===== src/rtl/mu0_pkg.sv =====
// Shared MU0 definitions: opcodes, control-state encoding, ALU function codes
// and the control-word bundle passed from the decoder to the controller.
package mu0_pkg;

  typedef enum logic [1:0] {
    ST_FETCH   = 2'd0,
    ST_EXECUTE = 2'd1,
    ST_HALT    = 2'd2
  } state_t;

  localparam logic [3:0] OP_LDA = 4'd0;
  localparam logic [3:0] OP_STA = 4'd1;
  localparam logic [3:0] OP_ADD = 4'd2;
  localparam logic [3:0] OP_SUB = 4'd3;
  localparam logic [3:0] OP_JMP = 4'd4;
  localparam logic [3:0] OP_JGE = 4'd5;
  localparam logic [3:0] OP_JNE = 4'd6;
  localparam logic [3:0] OP_STP = 4'd7;

  localparam logic [1:0] ALU_Y   = 2'b00;
  localparam logic [1:0] ALU_ADD = 2'b01;
  localparam logic [1:0] ALU_INC = 2'b10;
  localparam logic [1:0] ALU_SUB = 2'b11;

  typedef struct packed {
    logic       x_sel;
    logic       y_sel;
    logic       addr_sel;
    logic       pc_en;
    logic       ir_en;
    logic       acc_en;
    logic [1:0] alu_fs;
    logic       mem_rq;
    logic       rnw;
    logic       halted;
  } ctrl_t;

endpackage


===== src/rtl/mu0_decode.sv =====
// Combinational control decode: {state, opcode, N, Z} -> datapath control word.
// Everything not explicitly driven for a state/opcode stays at 0.
module mu0_decode
  import mu0_pkg::*;
(
  input  state_t     state,
  input  logic [3:0] f,
  input  logic       n,
  input  logic       z,
  output ctrl_t      ctrl
);

  always_comb begin
    ctrl = '0;
    case (state)
      ST_FETCH: begin
        ctrl.addr_sel = 1'b0;
        ctrl.mem_rq   = 1'b1;
        ctrl.rnw      = 1'b1;
        ctrl.ir_en    = 1'b1;
        ctrl.x_sel    = 1'b1;
        ctrl.alu_fs   = ALU_INC;
        ctrl.pc_en    = 1'b1;
      end
      ST_EXECUTE: begin
        case (f)
          OP_LDA: begin
            ctrl.addr_sel = 1'b1;
            ctrl.mem_rq   = 1'b1;
            ctrl.rnw      = 1'b1;
            ctrl.y_sel    = 1'b1;
            ctrl.alu_fs   = ALU_Y;
            ctrl.acc_en   = 1'b1;
          end
          OP_STA: begin
            ctrl.addr_sel = 1'b1;
            ctrl.mem_rq   = 1'b1;
            ctrl.rnw      = 1'b0;
          end
          OP_ADD, OP_SUB: begin
            ctrl.addr_sel = 1'b1;
            ctrl.mem_rq   = 1'b1;
            ctrl.rnw      = 1'b1;
            ctrl.x_sel    = 1'b0;
            ctrl.y_sel    = 1'b1;
            ctrl.acc_en   = 1'b1;
            ctrl.alu_fs   = (f == OP_ADD) ? ALU_ADD : ALU_SUB;
          end
          // Jumps load PC from IR[11:0] through the ALU pass-through
          OP_JMP: ctrl.pc_en = 1'b1;
          OP_JGE: ctrl.pc_en = ~n;
          OP_JNE: ctrl.pc_en = ~z;
          default: ;
        endcase
      end
      ST_HALT: ctrl.halted = 1'b1;
      default: ;
    endcase
  end

endmodule


===== src/rtl/mu0_control.sv =====
// MU0 control unit: FETCH/EXECUTE/HALT sequencer plus executed-instruction counter.
// Control outputs are forced quiet while Reset is held so no memory cycle starts.
module mu0_control
  import mu0_pkg::*;
(
  input  logic        Clk,
  input  logic        Reset,
  input  logic [3:0]  F,
  input  logic        N,
  input  logic        Z,
  output logic        X_sel,
  output logic        Y_sel,
  output logic        Addr_sel,
  output logic        PC_En,
  output logic        IR_En,
  output logic        Acc_En,
  output logic [1:0]  ALU_FS,
  output logic        MEMrq,
  output logic        RnW,
  output logic        Halted,
  output logic [15:0] InstCount
);

  state_t      state;
  state_t      state_nxt;
  logic [15:0] inst_count;
  ctrl_t       ctrl;
  ctrl_t       ctrl_out;

  always_ff @(posedge Clk or negedge Reset) begin
    if (!Reset) state <= ST_FETCH;
    else        state <= state_nxt;
  end

  always_comb begin
    state_nxt = state;
    case (state)
      ST_FETCH:   state_nxt = ST_EXECUTE;
      ST_EXECUTE: state_nxt = (F == OP_STP) ? ST_HALT : ST_FETCH;
      ST_HALT:    state_nxt = ST_HALT;
      default:    state_nxt = ST_FETCH;
    endcase
  end

  always_ff @(posedge Clk or negedge Reset) begin
    if (!Reset)                  inst_count <= 16'd0;
    else if (state == ST_EXECUTE) inst_count <= inst_count + 16'd1;
  end

  mu0_decode u_decode (
    .state (state),
    .f     (F),
    .n     (N),
    .z     (Z),
    .ctrl  (ctrl)
  );

  assign ctrl_out  = Reset ? ctrl : '0;

  assign X_sel     = ctrl_out.x_sel;
  assign Y_sel     = ctrl_out.y_sel;
  assign Addr_sel  = ctrl_out.addr_sel;
  assign PC_En     = ctrl_out.pc_en;
  assign IR_En     = ctrl_out.ir_en;
  assign Acc_En    = ctrl_out.acc_en;
  assign ALU_FS    = ctrl_out.alu_fs;
  assign MEMrq     = ctrl_out.mem_rq;
  assign RnW       = ctrl_out.rnw;
  assign Halted    = ctrl_out.halted;
  assign InstCount = inst_count;

endmodule


===== config.mk =====
export PLATFORM = sky130hd
export DESIGN_NAME = mu0_control
export DESIGN_NICKNAME = d
export VERILOG_FILES = /design/src/rtl/mu0_pkg.sv /design/src/rtl/mu0_decode.sv /design/src/rtl/mu0_control.sv
export SDC_FILE = /design/constraint.sdc
export NUM_CORES = 1
export LEC_CHECK = 0
export ABC_AREA = 1
export BUFFER_PORTS_ARGS = -buffer_cell sky130_fd_sc_hd__buf_2
export CAP_MARGIN = 10
export CELL_PAD_IN_SITES_DETAIL_PLACEMENT = 1
export CELL_PAD_IN_SITES_GLOBAL_PLACEMENT = 1
export CORE_MARGIN = 5
export CORE_UTILIZATION = 34
export CTS_CLUSTER_SIZE = 10
export DETAILED_ROUTE_END_ITERATION = 6
export PLACE_DENSITY_LB_ADDON = 0.12
export RECOVER_POWER = 25
export SYNTH_ARGS = -nofsm -noshare
export SYNTH_HDL_FRONTEND = slang
export SYNTH_SLANG_ARGS = --single-unit

===== constraint.sdc =====
create_clock -name Clk -period 1.6 [get_ports Clk]
set_input_delay 0.4 -clock Clk [delete_from_list [all_inputs] [get_ports Clk]]
set_output_delay 0.4 -clock Clk [all_outputs]
set_load 0.01 [all_outputs]

==> tab_implementation.tex <==
\begin{tabular}{lr}
\hline
Metric & Value \\
\hline
\multicolumn{2}{l}{\textbf{Clocking}} \\
Maximum buffer depth of the clock tree & 2 \\
Clock root cell & sky130\_fd\_sc\_hd\_\_clkbuf\_4 \\
Clock transition at the registers of the reported paths & 0.11 ns \\
Clock buffers created by TritonCTS & 3 \\
Clock H-tree levels & 1 \\
\# clock sinks & 18 \\
CTS tree & done \\
Worst-Skew Late Latency & 0.29 ns \\
Hold-fix buffers, CTS & 0 \\
\multicolumn{2}{l}{\textbf{Global routing}} \\
Met2 track utilization from global routing & 28.1\% \\
Total gr overflow & 0 \\
Most Used Layer, Global Route & met2 \\
Vias in the first global route & 1,108 \\
Met3 global-route usage & 2.77\% \\
Number of antenna violations at the first check in global routing & 0 \\
Global-route wire length before repair & 4.92 mm \\
Largest net degree at the start of global routing & 19 \\
Global routing usage on met1 & 16.4\% \\
Global routing usage summed across all routing layers & 15.0\% \\
\multicolumn{2}{l}{\textbf{Die}} \\
Effective utilization at floorplan & 34.6\% \\
IO Pins & 35 \\
Die extent in y & 65.1 µm \\
Total core area & 2980 µm² \\
Die span in x & 65.1 µm \\
Row cnt & 20 \\
Area of the die & 4230 µm² \\
\multicolumn{2}{l}{\textbf{Worst setup path}} \\
Highest net fanout along the worst path & 3 \\
Arrival time reported for the critical path endpoint & 1.36 ns \\
Launch point of the worst reg-to-reg path & state[1] \\
Total buffers and inverters traversed by the critical path & 3 \\
WS Path Type & register to primary output \\
Worst setup EP type & primary output \\
Required time of the critical path & 1.20 ns \\
Setup crit start kind & register \\
Timing endpoint of the critical path & RnW \\
Count of cells along the worst register-to-register path & 8 \\
Minimum setup slack among reg-to-reg paths & 0.12 ns \\
Timing startpoint of the critical path & state[1] \\
Most common cell on crit path & sky130\_fd\_sc\_hd\_\_inv\_2 \\
Cell type group with the largest total delay on the critical path & flip-flops \\
Cell with the largest stage delay on the worst path & sky130\_fd\_sc\_hd\_\_dfrtp\_1 \\
Peak per-stage delay on the critical path & 0.42 ns \\
Worst reg2reg path endpoint & InstCount[13] \\
CP Cell Sequence & inv\_2 > nand2\_2 > inv\_2 > o211ai\_1 > o21ai\_1 > buf\_2 \\
Depth of the critical timing path with buffers and inverters included & 6 \\
\multicolumn{2}{l}{\textbf{Timing}} \\
Max transition margin & 79.9\% \\
Number of max-slew violations in the final report & 0 \\
Layout Skew & 0.00446 ns \\
Fin Setup TNS & -0.871 ns \\
Setup repair after global routing missed its margin & true \\
Max Clock Freq & 0.567 GHz \\
Worst slew pin tran & 0.301 ns \\
Post-route setup slack & -0.162 ns \\
Final hold violation count & 0 \\
Post-layout min period & 1.76 ns \\
Worst slack on hold paths & 0.0905 ns \\
Ratio of final minimum period to clock period & 110\% \\
Total setup violations reported at the end of the flow & 10 \\
\multicolumn{2}{l}{\textbf{Route}} \\
Post-route antenna net violation count & 0 \\
First-iteration detailed-routing DRC count & 24 \\
Via Count & 1,002 \\
Number of DRC violations after detailed routing & 0 \\
Post-DR wirelength/cell & 13.6 µm \\
Total length of routed wires & 2.92 mm \\
Total iterations of the first detailed-routing run & 4 \\
Avg Vias per Cell & 4.68 \\
\multicolumn{2}{l}{\textbf{Worst hold path}} \\
Type of the worst min-delay path & input pin to async pin \\
\multicolumn{2}{l}{\textbf{Synthesis}} \\
Number of enable flip-flop cells after synthesis & 0 \\
Area share of the largest cell type after synthesis & 43.7\% \\
Syn Nets & 144 \\
Syn\_area\_per\_cell & 7.64 µm² \\
Leading post-synthesis cells by cell area & sky130\_fd\_sc\_hd\_\_dfrtp\_1, sky130\_fd\_sc\_hd\_\_nand2\_1, sky130\_fd\_sc\_hd\_\_inv\_1 \\
Biggest area consumer among synthesized cells & sky130\_fd\_sc\_hd\_\_dfrtp\_1 \\
Yosys warning count & 0 \\
Share of synthesized registers carrying an async set or reset & 100\% \\
Post-synthesis instance area & 1030 µm² \\
Instance count of the mapped netlist & 135 \\
Post-synthesis register bit count & 18 \\
Number of unique standard cell types used by synthesis & 20 \\
Sequential-to-total area share from yosys stat & 43.7\% \\
Main flop type after synthesis & sky130\_fd\_sc\_hd\_\_dfrtp\_1 \\
\multicolumn{2}{l}{\textbf{Layout}} \\
Area used by sequential logic in the layout & 452 µm² \\
Most common library cell in the layout ignoring fill and taps & sky130\_fd\_sc\_hd\_\_nand2\_1 \\
Final-layout fill cell count & 397 \\
Proportion of layout cells with a drive suffix above 1 & 35.4\% \\
Final layout net count & 192 \\
Multi-input gate area in the final layout & 499 µm² \\
Leading cell types in the layout, fill and taps excluded & sky130\_fd\_sc\_hd\_\_nand2\_1, sky130\_fd\_sc\_hd\_\_buf\_2, sky130\_fd\_sc\_hd\_\_inv\_1 \\
Final std cells w/o fill & 214 \\
Finished layout cell area & 1370 µm² \\
Ant diodes & 0 \\
Post-synthesis to final-layout area growth & 32.5\% \\
\multicolumn{2}{l}{\textbf{Status}} \\
Violations in the final reports & negative setup slack \\
Outcome & finished, violations left \\
\multicolumn{2}{l}{\textbf{Power and ir drop}} \\
Highest ir drop seen on vdd & 331 µV \\
Leakage & 0.788 nW \\
Total power per unit cell area & 531 nW/µm² \\
\multicolumn{2}{l}{\textbf{Placed design}} \\
Placer congestion estimate & 0.788 \\
Placed Cells & 205 \\
Half-perimeter wire length after placement & 2.26 mm \\
Count of input and output buffers & 34 \\
Area post-placement & 1260 µm² \\
\multicolumn{2}{l}{\textbf{Job}} \\
Max-capacitance violation count & 0 \\
\hline
\end{tabular}
[stage by stage]
| step | utilization, % | setup slack [ns] | power (mW) |
|---|---|---|---|
| final | 45.9 | -0.162 | 0.726 |
| after floorplan | - | 0.0423 | 0.471 |
| after global routing | 45.9 | -0.252 | 0.768 |
| after CTS | 44.9 | -0.156 | 0.742 |
| after global placement | 42.5 | -0.0294 | 0.499 |
| after detailed placement | 42.5 | -0.0430 | 0.500 |
[worst register-to-register path: stages (launching register included)]
cell and delay [ns]:
sky130_fd_sc_hd__dfrtp_1 0.42, sky130_fd_sc_hd__inv_2 0.10, sky130_fd_sc_hd__nand2_2 0.07, sky130_fd_sc_hd__buf_4 0.13, sky130_fd_sc_hd__buf_4 0.14, sky130_fd_sc_hd__nor2_4 0.17, sky130_fd_sc_hd__nand3_2 0.13, sky130_fd_sc_hd__o21ai_1 0.14
sky130_fd_sc_hd__nand2_1 0.06
[report_power, final]
part	internal, mW	total, mW	switching, mW
combinational	0.0125	0.0365	0.0240
clock	0.0876	0.235	0.147
sequential	0.455	0.455	0
[state kept, by name, indices dropped and copies added (netlist names)]
register / cells
InstCount: 16
state: 2
[routing by layer]
metal,routed length [µm],share of wire (%)
met3,102,3.5
met4,12,0.41
met1,1210,41
met2,1600,55
met5,0,0
[layout make-up]
| class | count | share of cell area [%] |
|---|---|---|
| clock buffer | 3 | 1.65 |
| inverter | 24 | 6.59 |
| multi-input combinational | 92 | 36.5 |
| sequential | 18 | 33.1 |
| tap | 33 | 3.02 |
| timing repair buffer | 44 | 19.1 |
[how the worst min path moves through the flow]
stage / slack, ns / to / depth (start not counted) / from
2_1_floorplan: 0.10 / InstCount[0] / 0 / Reset
3_3_place_gp: 0.42 / InstCount[14] / 2 / Reset
3_5_place_dp: 0.42 / InstCount[6] / 2 / Reset
4_1_cts: 0.09 / InstCount[8] / 2 / Reset
5_1_grt: 0.09 / InstCount[8] / 2 / Reset
6_report: 0.09 / InstCount[8] / 2 / Reset
[what timing repair did]
item / in CTS / in global routing
setup buffers: 4 / 2
pin swaps: 2 / 4
gates resized for setup: 9 / 5
endpoints found under the setup margin: 11 / 11
cloned: 0 / 0
[cell usage after synthesis, types with 2 or more instances]
| library cell | n |
|---|---|
| sky130_fd_sc_hd__dfrtp_1 | 18 |
| sky130_fd_sc_hd__nand3_1 | 5 |
| sky130_fd_sc_hd__nor2_4 | 3 |
| sky130_fd_sc_hd__nand3_2 | 2 |
| sky130_fd_sc_hd__o21ai_0 | 3 |
| sky130_fd_sc_hd__nor2_1 | 20 |
| sky130_fd_sc_hd__nand2_2 | 2 |
| sky130_fd_sc_hd__o21ai_1 | 2 |
| sky130_fd_sc_hd__nand2_1 | 34 |
| sky130_fd_sc_hd__xor2_1 | 3 |
| sky130_fd_sc_hd__nand4_1 | 5 |
| sky130_fd_sc_hd__inv_1 | 24 |
| sky130_fd_sc_hd__xnor2_1 | 7 |
[cell families (layout without fill, tap and decap cells)]
logic type	after synthesis	in the layout	synth area share, %
xor gates and xnor gates	10	10	8.50
AOI/OAI and AO/OA	8	8	4.37
and+or+nand+nor	73	73	32.8
DFF	18	18	43.7
buffers and inverters	25	71	9.47
adders and majority gates	1	1	1.21
(Power assumes the default switching activity.)
